===== config.mk =====
export PLATFORM = sky130hd
export DESIGN_NAME = motor_drive_flat
export DESIGN_NICKNAME = d
export VERILOG_FILES = /design/src/rtl/motor_drive_pkg.sv /design/src/rtl/motor_drive_if.sv /design/src/rtl/motor_drive_pwm_gen.sv /design/src/rtl/motor_drive.sv /design/src/flat_wrapper.sv
export SDC_FILE = /design/constraint.sdc
export NUM_CORES = 1
export LEC_CHECK = 0
export ABC_CLOCK_PERIOD_IN_PS = 2050
export CORE_MARGIN = 4
export CORE_UTILIZATION = 55
export CTS_CLUSTER_DIAMETER = 150
export DETAILED_ROUTE_END_ITERATION = 8
export PLACE_DENSITY = 0.75
export SKIP_LAST_GASP = 1
export SYNTH_ARGS = -nofsm -noshare
export SYNTH_HDL_FRONTEND = slang
export SYNTH_SLANG_ARGS = --single-unit

===== constraint.sdc =====
create_clock -name clkus -period 2.05 [get_ports clkus]
set_input_delay 0.41 -clock clkus [delete_from_list [all_inputs] [get_ports clkus]]
set_output_delay 0.41 -clock clkus [all_outputs]
set_load 0.05 [all_outputs]

===== src/rtl/motor_drive_pkg.sv =====
// Shared motor command codes and drive-state definitions for the motor drive
// and the tracking/u-turn controller that feeds it.
package motor_drive_pkg;

  typedef logic [1:0] motor_cmd_t;

  localparam motor_cmd_t MOTOR_STOP  = 2'b00;
  localparam motor_cmd_t MOTOR_FOR   = 2'b01;
  localparam motor_cmd_t MOTOR_BACK  = 2'b10;
  localparam motor_cmd_t MOTOR_BRAKE = 2'b11;

  typedef enum logic [2:0] {
    ST_IDLE     = 3'd0,
    ST_RUN_FWD  = 3'd1,
    ST_RUN_BACK = 3'd2,
    ST_DEAD     = 3'd3,
    ST_BRAKE    = 3'd4
  } state_t;

  function automatic logic is_run(input state_t s);
    return (s == ST_RUN_FWD) || (s == ST_RUN_BACK);
  endfunction

  // Target state for a fresh command from a stopped or braked bridge.
  function automatic state_t cmd_to_state(input motor_cmd_t cmd);
    state_t s;
    case (cmd)
      MOTOR_FOR:   s = ST_RUN_FWD;
      MOTOR_BACK:  s = ST_RUN_BACK;
      MOTOR_BRAKE: s = ST_BRAKE;
      default:     s = ST_IDLE;
    endcase
    return s;
  endfunction

endpackage


===== src/rtl/motor_drive_if.sv =====
// Command/gate bundle between the tracking controller (master) and the
// H-bridge drive (slave).
interface motor_drive_if;
  import motor_drive_pkg::*;

  motor_cmd_t motor;
  logic       ina;
  logic       inb;
  logic       at_speed;
  logic       reversing;

  modport master (output motor, input ina, input inb, input at_speed, input reversing);
  modport slave  (input motor, output ina, output inb, output at_speed, output reversing);
endinterface


===== src/rtl/motor_drive_pwm_gen.sv =====
// Free-running PWM period counter with duty compare; pwm is high while the
// counter is below duty.
module motor_drive_pwm_gen #(
  parameter int PWM_PERIOD = 1000,
  parameter int DUTY_W     = 10
) (
  input  logic              clkus,
  input  logic              rst,
  input  logic [DUTY_W-1:0] duty,
  output logic              pwm
);
  localparam int CNT_W = $clog2(PWM_PERIOD + 1);
  localparam int CMP_W = (CNT_W > DUTY_W) ? CNT_W : DUTY_W;

  logic [CNT_W-1:0] pwm_cnt_reg;

  always_ff @(posedge clkus or posedge rst) begin
    if (rst) begin
      pwm_cnt_reg <= '0;
    end else if (pwm_cnt_reg == CNT_W'(PWM_PERIOD - 1)) begin
      pwm_cnt_reg <= '0;
    end else begin
      pwm_cnt_reg <= pwm_cnt_reg + CNT_W'(1);
    end
  end

  // Compare at a common width so duty == PWM_PERIOD gives a constant high.
  assign pwm = CMP_W'(pwm_cnt_reg) < CMP_W'(duty);
endmodule


===== src/rtl/motor_drive.sv =====
// H-bridge drive: command FSM with soft-start ramp, fixed-frequency PWM and a
// coast dead-time on direct direction reversals.
module motor_drive
  import motor_drive_pkg::*;
#(
  parameter int PWM_PERIOD    = 1000,
  parameter int DUTY_MAX      = 800,
  parameter int RAMP_STEP     = 10,
  parameter int RAMP_INTERVAL = 1000,
  parameter int DEAD_TIME     = 20000
) (
  input  logic         clkus,
  input  logic         rst,
  motor_drive_if.slave bus
);
  localparam int DUTY_W = $clog2(DUTY_MAX + 1);
  localparam int RAMP_W = $clog2(RAMP_INTERVAL + 1);
  localparam int DEAD_W = $clog2(DEAD_TIME + 1);

  state_t            state_reg, state_next;
  logic [DUTY_W-1:0] duty_reg, duty_next;
  logic [DUTY_W:0]   duty_sum;
  logic [RAMP_W-1:0] ramp_cnt_reg, ramp_cnt_next;
  logic [DEAD_W-1:0] dead_cnt_reg, dead_cnt_next;
  logic [1:0]        leg_reg, leg_next;  // {ina, inb}
  logic              stay_run;
  logic              pwm;

  always_ff @(posedge clkus or posedge rst) begin
    if (rst) begin
      state_reg    <= ST_IDLE;
      duty_reg     <= '0;
      ramp_cnt_reg <= '0;
      dead_cnt_reg <= '0;
      leg_reg      <= '0;
    end else begin
      state_reg    <= state_next;
      duty_reg     <= duty_next;
      ramp_cnt_reg <= ramp_cnt_next;
      dead_cnt_reg <= dead_cnt_next;
      leg_reg      <= leg_next;
    end
  end

  always_comb begin
    state_next = state_reg;
    if (bus.motor == MOTOR_BRAKE) begin
      state_next = ST_BRAKE;
    end else begin
      case (state_reg)
        ST_IDLE, ST_BRAKE: state_next = cmd_to_state(bus.motor);
        ST_RUN_FWD: begin
          if (bus.motor == MOTOR_STOP)      state_next = ST_IDLE;
          else if (bus.motor == MOTOR_BACK) state_next = ST_DEAD;
        end
        ST_RUN_BACK: begin
          if (bus.motor == MOTOR_STOP)     state_next = ST_IDLE;
          else if (bus.motor == MOTOR_FOR) state_next = ST_DEAD;
        end
        // Command changes during the window neither shorten nor restart it.
        ST_DEAD: begin
          if (dead_cnt_reg == DEAD_W'(DEAD_TIME - 1)) state_next = cmd_to_state(bus.motor);
        end
        default: state_next = ST_IDLE;
      endcase
    end
  end

  // Any state change (including run entry) restarts the ramp from zero duty.
  always_comb begin
    stay_run      = is_run(state_reg) && (state_next == state_reg);
    duty_sum      = {1'b0, duty_reg} + (DUTY_W + 1)'(RAMP_STEP);
    duty_next     = '0;
    ramp_cnt_next = '0;
    dead_cnt_next = '0;
    if (stay_run) begin
      if (ramp_cnt_reg == RAMP_W'(RAMP_INTERVAL - 1)) begin
        duty_next = (duty_sum > (DUTY_W + 1)'(DUTY_MAX)) ? DUTY_W'(DUTY_MAX)
                                                          : duty_sum[DUTY_W-1:0];
      end else begin
        ramp_cnt_next = ramp_cnt_reg + RAMP_W'(1);
        duty_next     = duty_reg;
      end
    end
    if ((state_reg == ST_DEAD) && (state_next == ST_DEAD)) begin
      dead_cnt_next = dead_cnt_reg + DEAD_W'(1);
    end
  end

  motor_drive_pwm_gen #(
    .PWM_PERIOD (PWM_PERIOD),
    .DUTY_W     (DUTY_W)
  ) u_pwm (
    .clkus (clkus),
    .rst   (rst),
    .duty  (duty_reg),
    .pwm   (pwm)
  );

  // Leg 1 drives ina (forward), leg 0 drives inb (backward); brake closes both.
  for (genvar gi = 0; gi < 2; gi++) begin : g_leg
    localparam state_t LEG_RUN = (gi == 1) ? ST_RUN_FWD : ST_RUN_BACK;
    assign leg_next[gi] = (state_reg == ST_BRAKE) || ((state_reg == LEG_RUN) && pwm);
  end

  assign bus.ina       = leg_reg[1];
  assign bus.inb       = leg_reg[0];
  assign bus.at_speed  = is_run(state_reg) && (duty_reg == DUTY_W'(DUTY_MAX));
  assign bus.reversing = (state_reg == ST_DEAD);
endmodule


===== src/flat_wrapper.sv =====
// flat-port wrapper written by rule: the top's interface ports become plain ports
module motor_drive_flat import motor_drive_pkg::*;
#(
  parameter int PWM_PERIOD    = 1000,
  parameter int DUTY_MAX      = 800,
  parameter int RAMP_STEP     = 10,
  parameter int RAMP_INTERVAL = 1000,
  parameter int DEAD_TIME     = 20000
)
  (clkus, rst, bus_motor, bus_ina, bus_inb, bus_at_speed, bus_reversing);
  motor_drive_if bus_i ();
  input  logic clkus;
  input  logic rst;
  input wire logic [$bits(bus_i.motor)-1:0] bus_motor;
  output wire logic [$bits(bus_i.ina)-1:0] bus_ina;
  output wire logic [$bits(bus_i.inb)-1:0] bus_inb;
  output wire logic [$bits(bus_i.at_speed)-1:0] bus_at_speed;
  output wire logic [$bits(bus_i.reversing)-1:0] bus_reversing;
  assign bus_i.motor = bus_motor;
  assign bus_ina = bus_i.ina;
  assign bus_inb = bus_i.inb;
  assign bus_at_speed = bus_i.at_speed;
  assign bus_reversing = bus_i.reversing;
  motor_drive #(.PWM_PERIOD(PWM_PERIOD), .DUTY_MAX(DUTY_MAX), .RAMP_STEP(RAMP_STEP), .RAMP_INTERVAL(RAMP_INTERVAL), .DEAD_TIME(DEAD_TIME)) u_core (.clkus(clkus), .rst(rst), .bus(bus_i));
endmodule

# Word level (Yosys, flattened, before mapping)
# Index checks and enable logic that the tools add are counted.
# Widths: inputs -> output; s select.
# totals
elab_cells	52
output_inout_bits	4
register_bits	50
in_bits	4
# op_classes
n_addsub	4
n_reduce_logical	11
n_mux	15
n_eq_ne	14
order_cmp	2
# op_table
op	count
$mux 10	6
$eq 10x10->1 const B	3
$add 10x1->10 const B	2
$mux 3	6
$add 15x1->15 const B	1
$eq 15x15->1 const B	1
$mux 15	1
$pmux 3 s4	1
$add 10x4->11 const B	1
$gt 11x10->1 const B	1
$lt 10x10->1	1
$eq 3x2->1 const B	3
$logic_and 1x1->1	5
$eq 2x2->1 const B	2
$pmux 2 s2	1
$eq 3x1->1 const B	1
$eq 3x3->1	1
$eq 3x3->1 const B	1
$logic_not 3->1	1
$logic_or 1x1->1	3
$eq 2x1->1 const B	1
$logic_not 2->1	1
$ne 2x2->1 const B	1
$reduce_or 2->1	1

# Longest topological paths before layout
# Gate-level depths: netlist of run 1.
# depth
depth_word	8
ltp_mapped	8
ltp_nobuf	8

# Cells and area by module
# A second synthesis of run 1 with hierarchy kept.
# unflattened
cells_unflattened	321
hier_area_um2	2899.0
# by_module_without_submodules
module	cells_each	area_each_um2	seq_area_each_um2	n_inst
motor_drive	245	2187.1	975.9	1
motor_drive_pwm_gen	76	711.9	250.2	1

# Worst setup path after synthesis of run 1
# Ideal clock, no wire load.
# synth_path
kind	register to output
start	reg u_core.duty_reg[1]
end	out bus_at_speed
stages_incl_launch_ff	3
t_arrival_ns	3.402
path_slack_ns	-1.762
required_time_ns	1.640
path_cell_list	dfrtp_1 > or4_1 > a2111oi_0
# synth_via
elab_chain_len	2
# synth_rtl
item	line_no	rtl
from (decl)	motor_drive.sv:21	logic [DUTY_W-1:0] duty_reg, duty_next;
from (signal assigned)	motor_drive.sv:38	duty_reg <= duty_next;
$eq 10x10->1	motor_drive.sv:108	assign bus.at_speed = is_run(state_reg) && (duty_reg == DUTY_W'(DUTY_MAX));
$logic_and 1x1->1	motor_drive.sv:108	
to (decl)	flat_wrapper.sv:17	output wire logic [$bits(bus_i.at_speed)-1:0] bus_at_speed;
# Every way passes these cells.

# Worst setup path in the final report of run 1
# layout_path
start	reg u_core.duty_reg[5]
end	out bus_at_speed
# Same word-level chain as after synthesis.

==> summary.txt, run 1 <==
Run status
  – Result of the run: complete, but fails checks
  – Violations in the final reports: negative setup slack

Logic synthesis
  – Post-synth EDFFs: 0
  – Number of storage elements in the synthesis netlist: 49
  – Proportion of register bits with asynchronous set or reset after synthesis: 100%
  – Number of distinct library cells after synthesis: 46
  – Post-Syn Nets: 316
  – Compound-Gate Fraction of Synth Area: 11.9%
  – Most common cell in the synthesized netlist: sky130_fd_sc_hd__dfrtp_1
  – Gate count of the mapped netlist: 299
  – Portion of synthesized cell area occupied by the leading cell type: 44.6%
  – Synthesized-area fraction occupied by xor and xnor cells: 8.91%
  – Post-Synthesis Cell Area: 2750 um^2
  – Sequential-to-total area share from yosys stat: 44.6%
  – Combinational family with the most area after synthesis: simple AND/OR/NAND/NOR gates
  – Basic-gate share of the synthesized area counting and, or, nand and nor cells: 24.1%
  – Largest cells by area after synthesis: sky130_fd_sc_hd__dfrtp_1 45%, sky130_fd_sc_hd__nor2_1 6.5%, sky130_fd_sc_hd__ha_1 5.9%, sky130_fd_sc_hd__xor2_1 5.4%, sky130_fd_sc_hd__nand3_1 4.2%
  – Area share of fa/ha/maj cells after synthesis: 5.91%
  – Synth top cells by count: 49 x sky130_fd_sc_hd__dfrtp_1, 48 x sky130_fd_sc_hd__nor2_1, 23 x sky130_fd_sc_hd__nand3_1, 22 x sky130_fd_sc_hd__nand2_1, 17 x sky130_fd_sc_hd__xor2_1
  – Prevailing post-synth register cell: sky130_fd_sc_hd__dfrtp_1
  – Syn_area_per_cell: 9.20 um^2
  – Largest area contributor in the netlist: sky130_fd_sc_hd__dfrtp_1
  – Portion of netlist area occupied by mux cells: 0.728%
  – Warning count from the yosys run: 0

STA
  – Final period utilization: 106%
  – Final setup violation count: 4
  – Max-Slew Margin vs Limit: 67.1%
  – Clock skew: 4.58 ps
  – Setup repair after global routing missed its margin: true
  – Highest achievable clock rate: 461 MHz
  – Hold Fails Final Rpt: 0
  – Transition time of the tightest slew-check pin: 493 ps
  – Worst setup margin: -119 ps
  – Clock period minus worst slack: 2170 ps
  – Number of max-slew violations in the final report: 0

Clock tree
  – Register clock-pin slew on the reported worst setup and hold paths: 90 ps
  – Hold buffer count at CTS: 0
  – CTS HTree Levels: 2
  – Root Buffer Master: sky130_fd_sc_hd__clkbuf_8
  – Clock tree from TritonCTS: built
  – Clock buffer count from CTS: 5
  – # clock sinks: 49
  – Max Root-Sink Buffers: 2
  – Worst-skew pair later-pin latency: 300 ps

Floorplan
  – Area of the die: 6200 um^2
  – Number of top-level pins: 8
  – Die height: 78.7 um
  – Die span in x: 78.7 um
  – Core area: 4790 um^2
  – Starting density of the core: 57.5%
  – Number of placement rows: 25

GRT
  – Vias in the first global route: 2019
  – GRT Max-Usage Layer: met2
  – Met2 Usage GRT: 30.9%
  – GR Util met1: 26.8%
  – Antenna violations before repair: 0
  – Total track usage: 19.5%
  – Met3 GRT Util: 4.42%
  – Total grt overflow: 0
  – Maximum number of pins on one net before global-route repair: 24
  – First-pass GRT wire length: 9.51 mm

Layout
  – Total area of multi-input combinational cells: 1500 um^2
  – Fraction of layout cells with a size suffix above 1: 14.6%
  – Final non-filler cell area: 3240 um^2
  – Number of diodes added for antenna fixing: 0
  – Number of nets in the layout: 337
  – Number of flip-flops under the largest register name: 15
  – Storage element area: 1230 um^2
  – Fill cells: 369
  – Syn-to-layout area delta: 17.6%

Power and ir drop
  – PnR Total Power: 1.80 mW
  – Static leakage power: 1.28 nW
  – Power density over the cells: 557 nW/um^2
  – Peak VDD IR: 0.414 mV

Run
  – Number of max-cap violations: 0

Critical path
  – Data arrival time of the worst path: 1760 ps
  – Nature of the critical path endpoint: output port
  – Worst setup path category: flip-flop to output port
  – CP startpoint kind: flip-flop
  – Crit-path max FO: 3
  – CP Data Required Time: 1640 ps

Routing
  – Routed Antenna Nets: 0
  – Final wirelength: 5.69 mm
  – DR iter-0 viols: 116
  – Via/cell ratio: 5.57
  – DRC violations left: 0
  – First-pass detailed-route iteration total: 4
  – Final routed wire length divided by cell count: 14.7 um
  – Vias: 2162

Place
  – Buffers added on ports: 7
  – Total cell area at the placement stage: 3030 um^2
  – RD Place Congestion: 0.917
  – Placed wire-length estimate: 3.74 mm

Hold path
  – Tightest Hold Check Type: input port to async pin
==> worst max-delay path, cell delays in order, from the launching register on <==
cell and delay [ps]:
sky130_fd_sc_hd__dfrtp_1 390, sky130_fd_sc_hd__inv_2 70, sky130_fd_sc_hd__or4_4 500, sky130_fd_sc_hd__a2111oi_4 260, sky130_fd_sc_hd__clkbuf_16 230
==> repair_timing <==
action | CTS | global route
gates cloned | 0 | 0
setup endpoints to repair | 1 | 7
endpoints found under the hold margin | 0 | 0
gates resized for setup | 3 | 12
pin swaps | 2 | 8
buffers inserted | 2 | 2
==> power breakdown <==
| part | total [mW] | internal [mW] | switching (mW) |
|---|---|---|---|
| sequential | 0.984 | 0.974 | 0.0100 |
| combinational | 0.105 | 0.0400 | 0.0648 |
| clock | 0.713 | 0.398 | 0.315 |
==> area by class of cell <==
cell class	instances	share of cell area (%)
multi-input cells	225	46.3
flip-flops and latches	49	38.0
repair buffers	25	7.89
clock buffers	7	2.67
well taps	67	2.59
inverters	14	1.62
clock inverters	1	0.928
==> metrics by stage <==
step | hold WS [ps] | setup TNS (ps) | setup slack, ps | utilization, % | instances
2_1_floorplan | 433 | 0 | 35.1 | - | 299
3_3_place_gp | 445 | 0 | 96.7 | 63.2 | 376
3_5_place_dp | 452 | 0 | 33.4 | 63.2 | 376
4_1_cts | 431 | -302 | -169 | 66.1 | 386
5_1_grt | 444 | -811 | -176 | 67.6 | 388
6_report | 424 | -259 | -119 | 67.6 | 388
==> metal layers <==
metal / vias to the layer above / share of wire [%]
met2: 63 / 48
met5: - / 0
met1: 1009 / 46
li1: 1081 / -
met3: 9 / 5.2
met4: 0 / 1.5
==> kinds of logic (layout without fill, tap and decap cells) <==
family / Yosys count / after routing
compound gates: 45 / 45
simple gates: 137 / 137
fa+ha+maj: 13 / 13
mux: 2 / 2
buf+inv: 25 / 47
flops: 49 / 49
xor+xnor: 28 / 28
==> final timing paths <==
check,from,to,slack [ps],cells past startpoint
worst max-delay path,u_core.duty_reg[5]$_DFFE_PP0P_,bus_at_speed,-120,4
worst min-delay path,rst,u_core.duty_reg[7]$_DFFE_PP0P_,420,2
worst max register to register,u_core.duty_reg[1]$_DFFE_PP0P_,u_core.duty_reg[5]$_DFFE_PP0P_,-90,8
worst min register to register,u_core.u_pwm.pwm_cnt_reg[0]$_DFF_PP0_,u_core.u_pwm.pwm_cnt_reg[0]$_DFF_PP0_,460,1
max in group asynchronous,rst,u_core.dead_cnt_reg[1]$_DFF_PP0_,1140,3
min in group clkus,u_core.u_pwm.pwm_cnt_reg[0]$_DFF_PP0_,u_core.u_pwm.pwm_cnt_reg[0]$_DFF_PP0_,460,1
==> layout by cell type, fill, tap and decap left out, drive strengths merged, types with 3 or more instances in the layout <==
cell and instances:
a21o 3, a21oi 9, a31oi 4, and2 3
buf 19, clkbuf 8, clkdlybuf4s50 5, dfrtp 49
ha 13, inv 14, nand2 22, nand2b 8
nand3 23, nand4 9, nor2 48, nor3 6
nor4 5, o21ai 11, o31ai 3, xnor2 11
xor2 17
Note: power is estimated with default switching activity, not from simulation.
==> inputs of run 2 (changes only) <==
- ABC_AREA: not set -> 1
- CORE_UTILIZATION: 55 -> 56
- PLACE_DENSITY: 0.75 -> 0.76
- SLEW_MARGIN: not set -> 20
==> summary.txt, run 2 <==
Run status
  – Result of the run: finished clean

Layout
  – Fraction of layout cells with a size suffix above 1: 12.2% (-2.4 points)
  – Final non-filler cell area: 3400 um^2 (+5.0%)
  – Fill cells: 459 (+24%)
  – Number of flip-flops under the largest register name: 15 (unchanged)
  – Syn-to-layout area delta: 11.0%
  – Number of nets in the layout: 449 (+33%)
  – Top library cells by usage in the layout, fill and taps aside: 91 x sky130_fd_sc_hd__nand2_1, 57 x sky130_fd_sc_hd__inv_1, 51 x sky130_fd_sc_hd__nor2_1
  – Number of diodes added for antenna fixing: 0 (unchanged)
  – Most common cell after layout, fill and taps aside: sky130_fd_sc_hd__nand2_1

Logic synthesis
  – Number of storage elements in the synthesis netlist: 49 (unchanged)
  – Most common cell in the synthesized netlist: sky130_fd_sc_hd__nand2_1
  – Largest area contributor in the netlist: sky130_fd_sc_hd__dfrtp_1
  – Gate count of the mapped netlist: 416 (+39%)
  – Sequential-to-total area share from yosys stat: 40.1% (-4.5 points)
  – Syn_area_per_cell: 7.36 um^2 (-20%)
  – Warning count from the yosys run: 0 (unchanged)
  – Prevailing post-synth register cell: sky130_fd_sc_hd__dfrtp_1
  – Post-synth EDFFs: 0 (unchanged)
  – Post-Synthesis Cell Area: 3060 um^2 (+11%)
  – Portion of synthesized cell area occupied by the leading cell type: 40.1% (-4.5 points)
  – Number of distinct library cells after synthesis: 32 (-30%)
  – Proportion of register bits with asynchronous set or reset after synthesis: 100% (unchanged)
  – Synth top cells by count: 93 x sky130_fd_sc_hd__nand2_1, 60 x sky130_fd_sc_hd__inv_1, 51 x sky130_fd_sc_hd__nor2_1, 49 x sky130_fd_sc_hd__dfrtp_1, 28 x sky130_fd_sc_hd__nand3_1
  – Largest cells by area after synthesis: sky130_fd_sc_hd__dfrtp_1 40%, sky130_fd_sc_hd__nand2_1 11%, sky130_fd_sc_hd__inv_1 7.4%, sky130_fd_sc_hd__nor2_1 6.3%, sky130_fd_sc_hd__ha_1 5.3%
  – Post-Syn Nets: 433 (+37%)

Place
  – Placed wire-length estimate: 4.53 mm (+21%)
  – RD Place Congestion: 0.902 (-1.6%)
  – Total cell area at the placement stage: 3270 um^2 (+8.1%)
  – Buffers added on ports: 7 (unchanged)
  – Post-placement worst setup slack: -90.8 ps (-124 ps)

Critical path
  – Crit-path max FO: 4 (+1)
  – CP Data Required Time: 1640 ps (about the same)
  – Maximum single-stage delay on the critical path: 410 ps (-90 ps)
  – Max stage delay cell, worst path: sky130_fd_sc_hd__dfrtp_1
  – Nature of the critical path endpoint: output port
  – Data arrival time of the worst path: 1590 ps (-170 ps)
  – CP startpoint kind: flip-flop
  – Chain of cells forming the critical path: inv_2 > nand2_2 > nor3_2 > nand4_1 > a21oi_2 > buf_12
  – Worst setup path category: flip-flop to output port

STA
  – Hold slack final: 442 ps (+18.0 ps)
  – Setup repair after global routing missed its margin: true
  – Max-Slew Margin vs Limit: 67.3% (+0.23 points)
  – Highest achievable clock rate: 499 MHz (+8.2%)
  – Number of max-slew violations in the final report: 0 (unchanged)
  – Worst setup margin: 46.6 ps (+165 ps)
  – Setup total negative slack: 0 ps (+259 ps)
  – Clock skew: 9.28 ps (+4.69 ps)
  – Clock period minus worst slack: 2000 ps (-165 ps)
  – Final period utilization: 97.7% (-8.1 points)
  – Transition time of the tightest slew-check pin: 489 ps (-3.49 ps)
  – Hold Fails Final Rpt: 0 (unchanged)
  – Final setup violation count: 0 (-4)

Floorplan
  – Core area: 5200 um^2 (+8.8%)
  – Number of placement rows: 26 (+4.0%)
  – Die height: 81.9 um (+4.1%)
  – Number of top-level pins: 8 (unchanged)
  – Area of the die: 6710 um^2 (+8.3%)
  – Starting density of the core: 58.8% (+1.3 points)
  – Die span in x: 81.9 um (+4.1%)

Routing
  – First-pass detailed-route iteration total: 4 (unchanged)
  – Via/cell ratio: 5.32 (-4.5%)
  – Final wirelength: 6.06 mm (+6.6%)
  – Routed Antenna Nets: 0 (unchanged)
  – DR iter-0 viols: 118 (+1.7%)
  – Vias: 2677 (+24%)
  – Final routed wire length divided by cell count: 12.0 um (-18%)
  – DRC violations left: 0 (unchanged)

GRT
  – Antenna violations before repair: 0 (unchanged)
  – Vias in the first global route: 2634 (+30%)
  – Maximum number of pins on one net before global-route repair: 50 (+110%)
  – First-pass GRT wire length: 11.0 mm (+16%)
  – Total track usage: 20.9% (+1.5 points)
  – Total grt overflow: 0 (unchanged)

Power and ir drop
  – Static leakage power: 1.61 nW (+26%)
  – Net load switching power: 514 uW (+32%)
  – Sequential group share of total power: 52.7% (-1.9 points)
  – Power density over the cells: 560 nW/um^2 (+0.55%)
  – Cell-internal power: 1.39 mW (-1.6%)
  – Gate power share: 14.9% (+9.1 points)
  – Fraction of power spent switching nets: 27.0% (+5.4 points)
  – Share of total power in the clock network: 32.4% (-7.2 points)
  – Peak VDD IR: 0.467 mV (+13%)

Clock tree
  – Worst-skew pair later-pin latency: 300 ps (about the same)
  – # clock sinks: 49 (unchanged)
  – Hold buffer count at CTS: 0 (unchanged)
  – Clock buffer count from CTS: 5 (unchanged)
  – Root Buffer Master: sky130_fd_sc_hd__clkbuf_8
  – Max Root-Sink Buffers: 2 (unchanged)
  – CTS HTree Levels: 2 (unchanged)
  – Register clock-pin slew on the reported worst setup and hold paths: 90 ps (about the same)
  – Clock tree from TritonCTS: built

Run
  – Number of max-cap violations: 0 (unchanged)

Hold path
  – Tightest Hold Check Type: input port to async pin
==> run 2: final cells by class <==
cell class | instances | area [um^2] | area share [%]
tap | 70 | 87.6 | 2.58
clock inverter | 1 | 5.00 | 0.147
multi-input combinational | 299 | 1590 | 46.7
clock buffer | 7 | 96.3 | 2.84
sequential | 49 | 1230 | 36.1
inverter | 65 | 244 | 7.18
timing repair buffer | 12 | 153 | 4.49
==> run 2: worst max-delay path, delay by kind of cell, from the launching register on <==
kind                   cells  cell delay (ps)
flip-flops                 1              410
AND/OR/NAND/NOR            3              400
buffers and inverters      2              270
AO/OA/AOI/OAI              1              210
==> run 2: metal layers <==
metal	track usage (%)	routed length, um	vias to the layer above
met3	4.17	200	17
met5	0	0	-
li1	-	-	1382
met2	36.6	2930	54
met1	24.8	2770	1224
met4	8.97	157	0
==> run 2: what timing repair did <==
item,CTS,global route
resized for setup,1,7
pin swaps,0,2
buffers inserted,1,0
endpoints found under the hold margin,0,0
setup endpoints to repair,1,7
==> run 2: cells by family (layout without fill, tap and decap cells) <==
group	count (synthesis)	in the layout	share of synthesized area [%]
compound gates	42	42	7.81
xor+xnor	6	6	1.72
fa+ha+maj	13	13	5.31
buf+inv	68	85	8.87
flops	49	49	40.1
simple gates	238	238	36.2
==> run 2: worst paths after layout <==
kind                                             startpoint                                     to  slack (ps)  cells after the start
max                          u_core.duty_reg[1]$_DFFE_PP0P_                           bus_at_speed          50                      6
min                                                     rst  u_core.u_pwm.pwm_cnt_reg[0]$_DFF_PP0_         440                      3
max reg2reg                  u_core.duty_reg[1]$_DFFE_PP0P_         u_core.duty_reg[1]$_DFFE_PP0P_         130                     12
min reg2reg                u_core.dead_cnt_reg[0]$_DFF_PP0_       u_core.dead_cnt_reg[0]$_DFF_PP0_         470                      1
max in group asynchronous                               rst         u_core.duty_reg[8]$_DFFE_PP0P_        1370                      3
min in group clkus         u_core.dead_cnt_reg[0]$_DFF_PP0_       u_core.dead_cnt_reg[0]$_DFF_PP0_         470                      1
==> run 2: through the flow <==
stage / instances / util, % / power, mW
finish: 503 / 65.3 / 1.90
global route: 503 / 65.3 / 2.00
CTS: 503 / 64.9 / 1.93
detailed placement: 494 / 62.8 / 1.31
global placement: 494 / 62.8 / 1.30
floorplan: 416 / - / 1.22
==> run 2: power by group through the flow <==
stage	Combinational, mW	Clock (mW)	Sequential, mW
finish	0.284	0.617	1.00
detailed placement	0.285	0	1.02
CTS	0.287	0.637	1.00
global placement	0.280	0	1.02
global route	0.314	0.682	1.01
floorplan	0.189	0	1.04
